**src/rtl/adc_parallel_reader.sv**
```systemverilog
// rtl/adc_parallel_reader.sv - ADC0804-style parallel read controller with one-shot and free-running conversions.
// Optional ADC_AVG4_EN: output the truncated mean of the last four captured samples.
module adc_parallel_reader #(
    parameter int WR_CYC      = 50,
    parameter int RD_CYC      = 30,
    parameter int GAP_CYC     = 200,
    parameter int TIMEOUT_CYC = 4000
) (
    input  logic       i_clk,
    input  logic       i_rst,
    input  logic       i_start,
    input  logic       i_auto_en,
    input  logic       i_adc_intrn,
    input  logic [7:0] i_adc_d,
    output logic       o_adc_csn,
    output logic       o_adc_wrn,
    output logic       o_adc_rdn,
    output logic [7:0] o_sample,
    output logic       o_sample_valid,
    output logic       o_busy,
    output logic       o_timeout
);

    typedef enum logic [2:0] {
        S_IDLE,
        S_START,
        S_WAIT_EOC,
        S_READ,
        S_DONE,
        S_GAP
    } state_t;

    localparam logic [15:0] WR_LAST  = 16'(WR_CYC - 1);
    localparam logic [15:0] RD_LAST  = 16'(RD_CYC - 1);
    localparam logic [15:0] GAP_LAST = 16'(GAP_CYC - 1);
    localparam logic [15:0] TO_LAST  = 16'(TIMEOUT_CYC - 1);

    state_t      r_state;
    state_t      w_next;
    logic [15:0] r_cnt;
    logic        r_intr_meta;
    logic        r_intr_s;
    logic        w_capture;
    logic        w_timeout_evt;
    logic [7:0]  w_sample_next;

    logic        r_adc_csn;
    logic        r_adc_wrn;
    logic        r_adc_rdn;
    logic [7:0]  r_sample;
    logic        r_sample_valid;
    logic        r_busy;
    logic        r_timeout;

    always_ff @(posedge i_clk) begin
        if (i_rst) begin
            r_intr_meta <= 1'b1;
            r_intr_s    <= 1'b1;
        end else begin
            r_intr_meta <= i_adc_intrn;
            r_intr_s    <= r_intr_meta;
        end
    end

    always_ff @(posedge i_clk) begin
        if (i_rst) begin
            r_state <= S_IDLE;
        end else begin
            r_state <= w_next;
        end
    end

    always_comb begin
        w_next        = r_state;
        w_capture     = 1'b0;
        w_timeout_evt = 1'b0;
        case (r_state)
            S_IDLE: begin
                if (i_start || i_auto_en) begin
                    w_next = S_START;
                end
            end
            S_START: begin
                if (r_cnt == WR_LAST) begin
                    w_next = S_WAIT_EOC;
                end
            end
            S_WAIT_EOC: begin
                // A low intr_s takes priority over an expiring timeout.
                if (!r_intr_s) begin
                    w_next = S_READ;
                end else if (r_cnt == TO_LAST) begin
                    w_next        = S_GAP;
                    w_timeout_evt = 1'b1;
                end
            end
            S_READ: begin
                if (r_cnt == RD_LAST) begin
                    w_next    = S_DONE;
                    w_capture = 1'b1;
                end
            end
            S_DONE: begin
                w_next = S_GAP;
            end
            S_GAP: begin
                if (r_cnt == GAP_LAST) begin
                    w_next = S_IDLE;
                end
            end
            default: begin
                w_next = S_IDLE;
            end
        endcase
    end

    // Held at zero in IDLE so the only unbounded state never wraps the counter.
    always_ff @(posedge i_clk) begin
        if (i_rst) begin
            r_cnt <= 16'd0;
        end else if (w_next != r_state || r_state == S_IDLE) begin
            r_cnt <= 16'd0;
        end else begin
            r_cnt <= r_cnt + 16'd1;
        end
    end

`ifdef ADC_AVG4_EN
    logic [7:0] r_hist [3];
    logic [9:0] w_sum;

    // The incoming capture is the fourth entry of the averaging window.
    always_comb begin
        w_sum         = 10'(i_adc_d) + 10'(r_hist[0]) + 10'(r_hist[1]) + 10'(r_hist[2]);
        w_sample_next = 8'(w_sum >> 2);
    end

    always_ff @(posedge i_clk) begin
        if (i_rst) begin
            r_hist[0] <= 8'h00;
            r_hist[1] <= 8'h00;
            r_hist[2] <= 8'h00;
        end else if (w_capture) begin
            r_hist[2] <= r_hist[1];
            r_hist[1] <= r_hist[0];
            r_hist[0] <= i_adc_d;
        end
    end
`else
    always_comb begin
        w_sample_next = i_adc_d;
    end
`endif

    // Outputs are registered from the next state so they line up with the state they belong to.
    always_ff @(posedge i_clk) begin
        if (i_rst) begin
            r_adc_csn      <= 1'b1;
            r_adc_wrn      <= 1'b1;
            r_adc_rdn      <= 1'b1;
            r_sample       <= 8'h00;
            r_sample_valid <= 1'b0;
            r_busy         <= 1'b0;
            r_timeout      <= 1'b0;
        end else begin
            r_adc_csn      <= !(w_next == S_START || w_next == S_READ);
            r_adc_wrn      <= (w_next != S_START);
            r_adc_rdn      <= (w_next != S_READ);
            r_sample_valid <= (w_next == S_DONE);
            r_busy         <= (w_next != S_IDLE);
            r_timeout      <= w_timeout_evt;
            if (w_capture) begin
                r_sample <= w_sample_next;
            end
        end
    end

    assign o_adc_csn      = r_adc_csn;
    assign o_adc_wrn      = r_adc_wrn;
    assign o_adc_rdn      = r_adc_rdn;
    assign o_sample       = r_sample;
    assign o_sample_valid = r_sample_valid;
    assign o_busy         = r_busy;
    assign o_timeout      = r_timeout;

endmodule

```
**config.mk**
```make
export PLATFORM = sky130hd
export DESIGN_NAME = adc_parallel_reader
export DESIGN_NICKNAME = d
export VERILOG_FILES = /design/src/rtl/adc_parallel_reader.sv
export SDC_FILE = /design/constraint.sdc
export NUM_CORES = 1
export LEC_CHECK = 0
export BUFFER_PORTS_ARGS = -buffer_cell sky130_fd_sc_hd__buf_2
export CAP_MARGIN = 5
export CORE_ASPECT_RATIO = 0.7
export CORE_MARGIN = 5
export CORE_UTILIZATION = 59
export DETAILED_ROUTE_END_ITERATION = 7
export PLACE_DENSITY = 0.9
export SYNTH_ARGS = -nofsm -noshare
export SYNTH_HDL_FRONTEND = slang
export SYNTH_SLANG_ARGS = --single-unit
```
**constraint.sdc**
```tcl
create_clock -name i_clk -period 3.7 [get_ports i_clk]
set_clock_uncertainty 0.2 [all_clocks]
set_input_delay 0.74 -clock i_clk [delete_from_list [all_inputs] [get_ports i_clk]]
set_output_delay 0.74 -clock i_clk [all_outputs]
set_load 0.05 [all_outputs]
```
==> run_results.csv <==
group,metric,value,unit
run_status,outcome,"finished clean",
setup_path,critPathMaxStageDelay,520,ps
synth,yosysUniqueCellTypes,45,
grt,grt_max_degree,19,
detailed_routing,wl_met3,249,um
setup_path,cp.arrival,2600,ps
clock_tree,cts.sinks,35,
detailed_routing,drt_iter0_drc,49,
final_layout,fillerInstances,219,
placement,dp_hpwl,2400,um
synth,yosysWarningCount,0,
sta,fmax,376,MHz
final_layout,layout.area.seq,701,um2
sta,fin_setup_tns,0,ps
synth,synth_edf_count,0,
clock_tree,hold_buffers,0,
detailed_routing,wl_met1,1440,um
power,power,0.729,mW
detailed_routing,vias,1306,
detailed_routing,wl_met2,1530,um
synth,synth.top_cell.area_share,42.0,%
final_layout,drive_above_1_share,30.9,%
sta,finalHoldViolations,0,
detailed_routing,first_pass_iters,4,
final_layout,multiInputGateArea,877,um2
power,p_leak,0.755,nW
final_layout,antenna_cells,0,
setup_path,cp_data_required_time,3640,ps
clock_tree,root_buffer,"clkbuf_8",
final_layout,fin_nets,208,
sta,fin_hold_ws,219,ps
clock_tree,htreeDepth,2,
detailed_routing,ant_nets,0,
setup_path,cp_cell_sequence,"ha_1, or4bb_1, nor4_2, a2111oi_4, o211ai_4, nor2_1",
clock_tree,clock_path_buffers,2,
power,ir_worst_vdd,242,uV
detailed_routing,routed_via_density,5.68,
clock_tree,cts_made_buffers,5,
final_layout,mostFrequentLayoutCells,"dfxtp_1, buf_2, nor2_1",
setup_path,crit_path_start,"r_cnt[0]",
detailed_routing,routed_wl,3280,um
clock_tree,cts_tree,"done",
setup_path,cp-start-kind,"register",
die,std_cell_rows,16,
final_layout,final_common_cell,"dfxtp_1",
clock_tree,cts.clk_slew.worst_paths,60,ps
sta,fin_crit,2660,ps
setup_path,cp_slowest_cell,"o211ai_4",
sta,slew_headroom,60.9,%
synth,synth_nets,182,
clock_tree,clock_latency,280,ps
synth,yosys_most_used_dff,"dfxtp_1",
synth,syn_area,1670,um2
die,die_w,73.5,um
clock_tree,cts_setup_buffers,0,
setup_path,reg2regPathDepth,6,
setup_path,critPathKind,"reg2reg",
detailed_routing,drcViolationCount,0,
synth,yosysSeqAreaShare,42.0,%
grt,grt_antenna_before_repair,0,
placement,port_buffers,26,
clock_tree,ctsResizeCount,0,
flow_run,cap_violations,0,
power,power.density,392,nW/um2
die,ios,27,
die,initial_core_util,60.8,%
die,die_area,4000,um2
grt,grt_pass1_wl,5410,um
worst_hold_path,min_from,"r_intr_meta",
setup_path,crit_fanout,16,
synth,syn_inst,167,
sta,fin_crit_sh,71.9,%
synth,yosys-top-cells-area,"dfxtp_1, mux2i_1, nor2_1",
setup_path,end_kind,"register",
grt,grt_pass1_vias,1211,
final_layout,area_delta_synth_final,11.6,%
die,core-area,2740,um2
synth,async_flop_share,0,%
synth,yosys_register_bits,35,
detailed_routing,highest_layer,"met4",
sta,setup_viol,0,
synth,syn_area_per_cell,9.98,um2
worst_hold_path,min_delay_path_depth,1,
grt,grt_overflow,0,
worst_hold_path,hp-class,"reg2reg",
setup_path,r2r-start,"r_cnt[0]",
sta,tightest_slew,584,ps
sta,maxSlewViolCount,0,
synth,synth_top_area_cell,"dfxtp_1",
die,die_y,54.5,um
detailed_routing,routedWlPerCell,14.2,um
sta,grt_setup_unrepaired,"false",
placement,place.gp.congestion,0.836,
grt,grtUsageTotal,17.7,%
through the flow:
stage | setup WS [ps] | util [%] | instances | cell area (um2)
floorplan | 1350 | - | 167 | 1670
global placement | 1140 | 64.2 | 222 | 1760
finish | 1040 | 67.8 | 230 | 1860
detailed placement | 1060 | 64.2 | 222 | 1760
global route | 696 | 67.8 | 230 | 1860
CTS | 1020 | 67.8 | 230 | 1860
synth_stat cells (2+ instances only):
library cell and instances:
xnor2_1 8, nand2_1 7, nor4bb_1 2, or4_4 2
nor2_1 24, a211oi_1 3, nor3b_1 2, dfxtp_1 35
inv_1 2, nand4_1 6, nor4_1 5, xor2_1 6
and3_1 3, nand3_1 9, clkbuf_1 2, buf_6 2
ha_1 2, or2_2 2, nor2_2 11, mux2i_1 9
logic make-up (layout without fill, tap and decap cells):
family	Yosys count	count (layout)	synth area share, %
simple gates	88	88	31.8
mux	9	9	5.41
compound gates	10	10	6.53
xor+xnor	14	14	7.36
flops	35	35	42.0
buf+inv	9	36	5.33
fa+ha+maj	2	2	1.50
where the power goes:
group	switching (mW)	internal (mW)	total, mW	leakage [nW]
Sequential	0.00532	0.383	0.388	0.284
Clock	0.120	0.170	0.289	0.0515
Combinational	0.0319	0.0189	0.0509	0.419
cell type report:
cell class                      instances  area share, %
Sequential cell                        35           37.7
Inverter                                2          0.403
Timing Repair Buffer                   26           6.99
Multi-Input combinational cell        123           47.1
Tap cell                               36           2.42
Clock buffer                            8           5.38
final timing paths:
| path | end | slack (ps) |
|---|---|---|
| setup / recovery | r_cnt[4] | 1040 |
| hold / removal | r_intr_s | 220 |
| setup reg to reg | r_cnt[4] | 1040 |
| hold reg to reg | r_intr_s | 220 |
flip-flops by register name, indices dropped and copies added, names as in the netlist:
| signal | count |
|---|---|
| r_intr_meta | 1 |
| o_busy | 1 |
| r_cnt | 16 |
| o_adc_csn | 1 |
| o_adc_wrn | 1 |
| r_state | 3 |
| r_intr_s | 1 |
| o_sample_valid | 1 |
| o_adc_rdn | 1 |
| o_timeout | 1 |
| o_sample | 8 |
routing by layer:
layer  track usage (%)  vias up
met5                 0        -
met4              6.33        0
met3              4.95        7
met2              29.9       48
met1              21.7      603
li1                  -      648
critical path: cells and delay by family, from the launching register on:
kind,cells,cell delay [ps]
AOI/OAI and AO/OA,2,700
adders and majority gates,1,310
DFF,1,410
and+or+nand+nor,3,900
No activity file was read; power rests on OpenSTA's default activity.
